==> config.mk <==
export PLATFORM = sky130hd
export DESIGN_NAME = rs_credit_scheduler_flat
export DESIGN_NICKNAME = d
export VERILOG_FILES = /design/src/rtl/rs_credit_scheduler_if.sv /design/src/rtl/rs_credit_scheduler.sv /design/src/flat_wrapper.sv
export SDC_FILE = /design/constraint.sdc
export NUM_CORES = 1
export LEC_CHECK = 0
export BUFFER_PORTS_ARGS = -buffer_cell sky130_fd_sc_hd__clkbuf_2
export CORE_MARGIN = 1
export CORE_UTILIZATION = 53
export CTS_CLUSTER_SIZE = 20
export DETAILED_ROUTE_END_ITERATION = 7
export PLACE_DENSITY = 0.87
export SLEW_MARGIN = 10
export SYNTH_ARGS = -nofsm -noshare
export SYNTH_HDL_FRONTEND = slang
export SYNTH_SLANG_ARGS = --single-unit
export TNS_END_PERCENT = 5
==> constraint.sdc <==
create_clock -name clk -period 4.8 [get_ports clk]
set_clock_uncertainty 0.05 [all_clocks]
set_input_delay 0.72 -clock clk [delete_from_list [all_inputs] [get_ports clk]]
set_output_delay 0.72 -clock clk [all_outputs]
set_load 0.02 [all_outputs]
==> src/rtl/rs_credit_scheduler_if.sv <==
// Handshake bundle between rename/dispatch and the RS credit scheduler.
// RS_CREDIT_STATS_EN adds the stall statistics counters to the bundle.
interface rs_credit_scheduler_if #(
   parameter int CNT_WIDTH = 5
);
   logic                 flush_i;
   logic                 ext_stall_i;
   logic                 slot_valid_0_i;
   logic [1:0]           slot_class_0_i;
   logic                 slot_valid_1_i;
   logic [1:0]           slot_class_1_i;
   logic                 issue_alu_i;
   logic                 issue_lsu_i;
   logic                 issue_bru_i;
   logic                 stall_dispatch_o;
   logic [CNT_WIDTH-1:0] credit_alu_o;
   logic [CNT_WIDTH-1:0] credit_lsu_o;
   logic [CNT_WIDTH-1:0] credit_bru_o;
   logic [1:0]           sched_state_o;
   logic                 credit_err_o;
`ifdef RS_CREDIT_STATS_EN
   logic [31:0]          stat_stall_cycles_o;
   logic [31:0]          stat_credit_stalls_o;
`endif

   modport slave (
      input  flush_i, ext_stall_i, slot_valid_0_i, slot_class_0_i,
             slot_valid_1_i, slot_class_1_i, issue_alu_i, issue_lsu_i, issue_bru_i,
`ifdef RS_CREDIT_STATS_EN
      output stat_stall_cycles_o, stat_credit_stalls_o,
`endif
      output stall_dispatch_o, credit_alu_o, credit_lsu_o, credit_bru_o,
             sched_state_o, credit_err_o
   );

   modport master (
      output flush_i, ext_stall_i, slot_valid_0_i, slot_class_0_i,
             slot_valid_1_i, slot_class_1_i, issue_alu_i, issue_lsu_i, issue_bru_i,
`ifdef RS_CREDIT_STATS_EN
      input  stat_stall_cycles_o, stat_credit_stalls_o,
`endif
      input  stall_dispatch_o, credit_alu_o, credit_lsu_o, credit_bru_o,
             sched_state_o, credit_err_o
   );
endinterface

==> src/rtl/rs_credit_scheduler.sv <==
// Credit-based flow control for the ALU/LSU/BRU reservation stations with flush drain.
// Define RS_CREDIT_STATS_EN to add the stall statistics counters.
module rs_credit_scheduler #(
   parameter int NUM_RS_ENTRIES = 16,
   parameter int CNT_WIDTH      = 5,
   parameter int DRAIN_CYCLES   = 2
) (
   input logic                   clk,
   input logic                   rst_n,
   rs_credit_scheduler_if.slave  bus
);
   typedef enum logic [1:0] {INIT = 2'd0, RUN = 2'd1, DRAIN = 2'd2} state_e;

   localparam logic [CNT_WIDTH-1:0] FULL       = CNT_WIDTH'(NUM_RS_ENTRIES);
   localparam logic [CNT_WIDTH+1:0] SUM_MAX    = (CNT_WIDTH+2)'(NUM_RS_ENTRIES);
   localparam logic [3:0]           DRAIN_LOAD = 4'(DRAIN_CYCLES);

   state_e                          state_q;
   logic [3:0]                      drainCnt_q;
   logic [2:0][CNT_WIDTH-1:0]       credit_q, credit_d;
   logic                            creditErr_q, creditErr_d;
   logic [2:0][1:0]                 need;
   logic [2:0]                      issueVec;
   logic [2:0][CNT_WIDTH+1:0]       sum;
   logic [2:0]                      underflow;
   logic                            needOver, stall, dispOk;

   // Index 0/1/2 = ALU/LSU/BRU, matching the slot class encoding; class 3 never matches.
   always_comb begin
      issueVec = {bus.issue_bru_i, bus.issue_lsu_i, bus.issue_alu_i};
      needOver = 1'b0;
      for (int c = 0; c < 3; c++) begin
         need[c] = {1'b0, bus.slot_valid_0_i && (bus.slot_class_0_i == 2'(c))}
                 + {1'b0, bus.slot_valid_1_i && (bus.slot_class_1_i == 2'(c))};
         if ({{(CNT_WIDTH-2){1'b0}}, need[c]} > credit_q[c]) needOver = 1'b1;
      end
      stall  = (state_q != RUN) || bus.flush_i || bus.ext_stall_i || needOver;
      dispOk = !stall && (bus.slot_valid_0_i || bus.slot_valid_1_i);
   end

   // Net dispatch consumption against issue return; a result above full is a spurious issue.
   always_comb begin
      credit_d    = credit_q;
      creditErr_d = creditErr_q;
      for (int c = 0; c < 3; c++) begin
         sum[c] = {2'b00, credit_q[c]}
                + {{(CNT_WIDTH+1){1'b0}}, issueVec[c]}
                - (dispOk ? {{CNT_WIDTH{1'b0}}, need[c]} : '0);
         underflow[c] = sum[c][CNT_WIDTH+1];
         if (bus.flush_i) begin
            credit_d[c] = FULL;
         end else if (!underflow[c] && (sum[c] > SUM_MAX)) begin
            credit_d[c] = FULL;
            creditErr_d = 1'b1;
         end else begin
            credit_d[c] = sum[c][CNT_WIDTH-1:0];
         end
      end
   end

   always_ff @(posedge clk or negedge rst_n) begin
      if (!rst_n) begin
         credit_q    <= {3{FULL}};
         creditErr_q <= 1'b0;
      end else begin
         credit_q    <= credit_d;
         creditErr_q <= creditErr_d;
      end
   end

   // Drain counter reloads on every flush; RUN resumes once it has counted down to 1.
   always_ff @(posedge clk or negedge rst_n) begin
      if (!rst_n) begin
         state_q    <= INIT;
         drainCnt_q <= '0;
      end else begin
         case (state_q)
            INIT: begin
               if (bus.flush_i) begin
                  state_q    <= DRAIN;
                  drainCnt_q <= DRAIN_LOAD;
               end else begin
                  state_q <= RUN;
               end
            end
            RUN: begin
               if (bus.flush_i) begin
                  state_q    <= DRAIN;
                  drainCnt_q <= DRAIN_LOAD;
               end
            end
            DRAIN: begin
               if (bus.flush_i) begin
                  drainCnt_q <= DRAIN_LOAD;
               end else if (drainCnt_q <= 4'd1) begin
                  state_q    <= RUN;
                  drainCnt_q <= '0;
               end else begin
                  drainCnt_q <= drainCnt_q - 4'd1;
               end
            end
            default: begin
               state_q    <= INIT;
               drainCnt_q <= '0;
            end
         endcase
      end
   end

   underflowCheck: assert property (@(posedge clk) disable iff (!rst_n)
      !bus.flush_i |-> (underflow == 3'b000));

`ifdef RS_CREDIT_STATS_EN
   logic [31:0] statStall_q, statCredit_q;

   // Only stalls of a live group in RUN count; flush cycles hold both counters.
   always_ff @(posedge clk or negedge rst_n) begin
      if (!rst_n) begin
         statStall_q  <= '0;
         statCredit_q <= '0;
      end else if ((state_q == RUN) && stall && !bus.flush_i
                   && (bus.slot_valid_0_i || bus.slot_valid_1_i)) begin
         statStall_q <= statStall_q + 32'd1;
         if (!bus.ext_stall_i) statCredit_q <= statCredit_q + 32'd1;
      end
   end

   assign bus.stat_stall_cycles_o  = statStall_q;
   assign bus.stat_credit_stalls_o = statCredit_q;
`endif

   assign bus.stall_dispatch_o = stall;
   assign bus.credit_alu_o     = credit_q[0];
   assign bus.credit_lsu_o     = credit_q[1];
   assign bus.credit_bru_o     = credit_q[2];
   assign bus.sched_state_o    = state_q;
   assign bus.credit_err_o     = creditErr_q;
endmodule

==> src/flat_wrapper.sv <==
// flat-port wrapper written by rule: the top's interface ports become plain ports
module rs_credit_scheduler_flat 
#(
   parameter int NUM_RS_ENTRIES = 16,
   parameter int CNT_WIDTH      = 5,
   parameter int DRAIN_CYCLES   = 2
)
  (clk, rst_n, bus_flush_i, bus_ext_stall_i, bus_slot_valid_0_i, bus_slot_class_0_i, bus_slot_valid_1_i, bus_slot_class_1_i, bus_issue_alu_i, bus_issue_lsu_i, bus_issue_bru_i, bus_stall_dispatch_o, bus_credit_alu_o, bus_credit_lsu_o, bus_credit_bru_o, bus_sched_state_o, bus_credit_err_o);
  rs_credit_scheduler_if #(.CNT_WIDTH(CNT_WIDTH)) bus_i ();
  input logic clk;
  input logic rst_n;
  input wire logic [$bits(bus_i.flush_i)-1:0] bus_flush_i;
  input wire logic [$bits(bus_i.ext_stall_i)-1:0] bus_ext_stall_i;
  input wire logic [$bits(bus_i.slot_valid_0_i)-1:0] bus_slot_valid_0_i;
  input wire logic [$bits(bus_i.slot_class_0_i)-1:0] bus_slot_class_0_i;
  input wire logic [$bits(bus_i.slot_valid_1_i)-1:0] bus_slot_valid_1_i;
  input wire logic [$bits(bus_i.slot_class_1_i)-1:0] bus_slot_class_1_i;
  input wire logic [$bits(bus_i.issue_alu_i)-1:0] bus_issue_alu_i;
  input wire logic [$bits(bus_i.issue_lsu_i)-1:0] bus_issue_lsu_i;
  input wire logic [$bits(bus_i.issue_bru_i)-1:0] bus_issue_bru_i;
  output wire logic [$bits(bus_i.stall_dispatch_o)-1:0] bus_stall_dispatch_o;
  output wire logic [$bits(bus_i.credit_alu_o)-1:0] bus_credit_alu_o;
  output wire logic [$bits(bus_i.credit_lsu_o)-1:0] bus_credit_lsu_o;
  output wire logic [$bits(bus_i.credit_bru_o)-1:0] bus_credit_bru_o;
  output wire logic [$bits(bus_i.sched_state_o)-1:0] bus_sched_state_o;
  output wire logic [$bits(bus_i.credit_err_o)-1:0] bus_credit_err_o;
  assign bus_i.flush_i = bus_flush_i;
  assign bus_i.ext_stall_i = bus_ext_stall_i;
  assign bus_i.slot_valid_0_i = bus_slot_valid_0_i;
  assign bus_i.slot_class_0_i = bus_slot_class_0_i;
  assign bus_i.slot_valid_1_i = bus_slot_valid_1_i;
  assign bus_i.slot_class_1_i = bus_slot_class_1_i;
  assign bus_i.issue_alu_i = bus_issue_alu_i;
  assign bus_i.issue_lsu_i = bus_issue_lsu_i;
  assign bus_i.issue_bru_i = bus_issue_bru_i;
  assign bus_stall_dispatch_o = bus_i.stall_dispatch_o;
  assign bus_credit_alu_o = bus_i.credit_alu_o;
  assign bus_credit_lsu_o = bus_i.credit_lsu_o;
  assign bus_credit_bru_o = bus_i.credit_bru_o;
  assign bus_sched_state_o = bus_i.sched_state_o;
  assign bus_credit_err_o = bus_i.credit_err_o;
  rs_credit_scheduler #(.NUM_RS_ENTRIES(NUM_RS_ENTRIES), .CNT_WIDTH(CNT_WIDTH), .DRAIN_CYCLES(DRAIN_CYCLES)) u_core (.clk(clk), .rst_n(rst_n), .bus(bus_i));
endmodule
==> metrics.md <==
| Metric | Value |
|---|---|
| Worst-path fanout max | `5` |
| Count leader, synth | `nor2_1` |
| Post-synth top area share | `0.241` |
| Fmax | `230 MHz` |
| Max IR drop VDD | `0.000207 V` |
| Initial Utilization | `0.574` |
| Crit-path leading delay family | `compound AO/OA/AOI/OAI gates` |
| Leak pwr | `1.07 nW` |
| Prevailing post-synth register cell | `dfrtp_1` |
| Multi-input logic area | `1310 µm²` |
| Worst EP arrival | `4.45 ns` |
| FFs w/ async S/R, synth | `1.00` |
| Final hold slack | `0.376 ns` |
| EDFF count, synth | `0` |
| Setup tns final | `0 ns` |
| Post-CTS setup buffers | `0` |
| Crit Path Class | `in2reg` |
| Max-cap violations | `0` |
| Clock slew at reported path FFs | `0.08 ns` |
| R2r endpoint | `u_core.bus.credit_err_o` |
| Die Y | `63.1 µm` |
| Final HPWL DP | `3.34 mm` |
| Skew-Pair Late Insertion Delay | `0.26 ns` |
| Total core area | `3440 µm²` |
| First-pass GRT wire length | `7.42 mm` |
| Clk sink count | `22` |
| Routed WL | `4.16 mm` |
| Crit-path slowest cell | `xnor3_1` |
| DR WL/cell | `14.0 µm` |
| Vias | `1684` |
| Cell taking the most area after synthesis | `dfrtp_1` |
| Gate Count Post-Synth | `223` |
| PostCTS Resize Cnt | `0` |
| Gpl congestion | `0.891` |
| Unique masters post-synth | `51` |
| P per Cell Area | `278 nW/µm²` |
| Slew HR | `0.587` |
| Post-synthesis cell area | `1980 µm²` |
| Root Driver | `clkbuf_8` |
| Tmin final | `4.35 ns` |
| Reg2reg setup slack | `0.84 ns` |
| Setup crit end kind | `register` |
| # rows | `21` |
| Pins Over Slew Limit | `0` |
| Filler cells | `296` |
| Synth warn | `0` |
| IO Count | `32` |
| Remaining DRCs | `0` |
| RSZ-0062 raised after global routing | `no` |
| Final cycle utilization of the critical path | `0.906` |
| Syn_nets | `262` |
| Number of global-route vias before repair | `1649` |
| Clock Tree Buf Depth | `2` |
| Fraction of layout cells with a size suffix above 1 | `0.171` |
| Synth top cells by count | `nor2_1 (25), ha_1 (23), inv_1 (20), dfrtp_1 (19)` |
| Tightest Hold Check Type | `in2async` |
| CTS tree | `built` |
| Area Growth Syn to Fin | `11.8%` |
| Die width | `63.1 µm` |
| Req. time, crit path | `4.90 ns` |
| Total Routing Usage GR | `0.233` |
| Global route total overflow | `0` |
| Status | `completed` |
| Seq cells post-synth | `22` |
| Sequential share of the synthesized area | `0.281` |
| Worst r2r src | `u_core.bus.credit_bru_o[1]` |
| Reg2reg path depth | `15` |
| Worst-Margin Slew | `0.615 ns` |
| Post-DRT Antenna Nets | `0` |
| Initial antenna violation count | `0` |
| Final setup fails | `0` |
| Register area | `554 µm²` |
| Final Net Count | `292` |
| Via density | `5.65` |
| CP bufs+invs | `2` |
| Crit path cell chain | `clkbuf_2, and3b_1, ha_1, ha_1, nor2b_1, o21ai_0, nand4_1, nor3_1, ha_1, inv_1, fa_1, xnor3_1, o221ai_1, o311ai_1, a221oi_1, o22ai_1, a2bb2oi_1` |
| DIE AREA | `3980 µm²` |
| Most frequent CP cell | `ha_1` |
| # diodes | `0` |
| Post-CTS Hold Fix Bufs | `0` |
| Final Hold Viols | `0` |
| Initial DRC Count | `108` |
| CP peak stage delay | `0.43 ns` |
| Top post-synthesis cells by area | `dfrtp_1 (24%), ha_1 (15%), nor2_1 (4.7%)` |
| Drt pass-1 iters | `4` |
| Crit start category | `input port` |
| Port Buffers | `31` |
| H-tree levels | `1` |
| Synth Area per Inst | `8.86 µm²` |
| CTS buffer count | `3` |
| Largest net degree at the start of global routing | `23` |
[worst register-to-register path, stage by stage (launching register included)]
cell       delay [ns]
dfrtp_1          0.47
inv_1            0.08
ha_1             0.30
nor2b_1          0.13
o21ai_0          0.16
nand4_1          0.20
nor3_1           0.29
ha_1             0.23
inv_1            0.06
fa_1             0.40
xnor3_1          0.43
o221ai_1         0.16
o311ai_1         0.15
a221oi_1         0.40
o22ai_1          0.19
a2bb2oi_1        0.17
[layout make-up]
class,instances,area share
inverters,20,0.0340
flip-flops and latches,22,0.251
repair buffers,31,0.0703
clock buffers,4,0.0249
well taps,46,0.0261
multi-input cells,175,0.594
[cells in the final DEF (no fill, tap or decap), types with 4 or more instances in the layout]
master,netlist,layout
nor2b_1,9,9
nand2b_1,7,7
nor2_1,25,25
xnor2_1,8,8
nand2_1,10,10
dfrtp_1,19,19
clkbuf_8,0,4
and3_1,6,6
o21ai_0,6,6
a21oi_1,10,10
nand3_1,7,7
inv_1,20,20
ha_1,23,23
nor3_1,8,8
clkbuf_2,0,31
xor2_1,8,8
[logic make-up (layout without fill, tap and decap cells)]
| family | Yosys count | after routing | share of synthesized area |
|---|---|---|---|
| flops | 22 | 22 | 0.281 |
| buf+inv | 26 | 55 | 0.0557 |
| compound gates | 41 | 41 | 0.144 |
| xor+xnor | 18 | 18 | 0.0937 |
| mux | 3 | 3 | 0.0158 |
| simple gates | 87 | 87 | 0.234 |
| fa+ha+maj | 26 | 26 | 0.176 |
[state kept, by name (all words and copies together) (netlist names)]
signal,flops
u_core.bus.credit_alu_o,5
u_core.bus.credit_bru_o,5
u_core.bus.credit_err_o,1
u_core.bus.credit_lsu_o,5
u_core.bus.sched_state_o,2
u_core.drainCnt_q,4
[metal layers]
metal / part of all wire / wire (µm) / GRT usage
met1: 0.48 / 1990 / 0.327
met2: 0.46 / 1910 / 0.375
met3: 0.050 / 210 / 0.0199
met4: 0.012 / 50 / 0.0785
met5: 0 / 0 / 0
[through the flow]
stage / utilization / power [W] / instances / cell area (µm²) / setup slack, ns
floorplan: - / 0.000418 / 223 / 1980 / 0.600
global placement: 0.626 / 0.000466 / 294 / 2150 / 0.387
detailed placement: 0.626 / 0.000481 / 294 / 2150 / 0.244
CTS: 0.642 / 0.000616 / 298 / 2210 / 0.510
global route: 0.642 / 0.000658 / 298 / 2210 / 0.210
finish: 0.642 / 0.000613 / 298 / 2210 / 0.449
[power breakdown]
group | internal, W | total (W) | switching (W)
Combinational | 0.0000956 | 0.000225 | 0.000130
Clock | 0.0000732 | 0.000135 | 0.0000615
Sequential | 0.000211 | 0.000253 | 0.0000420
[worst max path at each step]
stage                                      from                 endpoint  slack (ns)  cells after the start
after floorplan           bus_slot_class_1_i[0]  u_core.bus.credit_err_o        0.60                     16
after global routing         bus_slot_valid_0_i  u_core.bus.credit_err_o        0.21                     18
after global placement    bus_slot_class_1_i[0]  u_core.bus.credit_err_o        0.39                     17
after detailed placement  bus_slot_class_0_i[0]  u_core.bus.credit_err_o        0.24                     17
after CTS                    bus_slot_valid_0_i  u_core.bus.credit_err_o        0.51                     17
final                        bus_slot_valid_0_i  u_core.bus.credit_err_o        0.45                     17
Note: power is estimated with default switching activity, not from simulation.
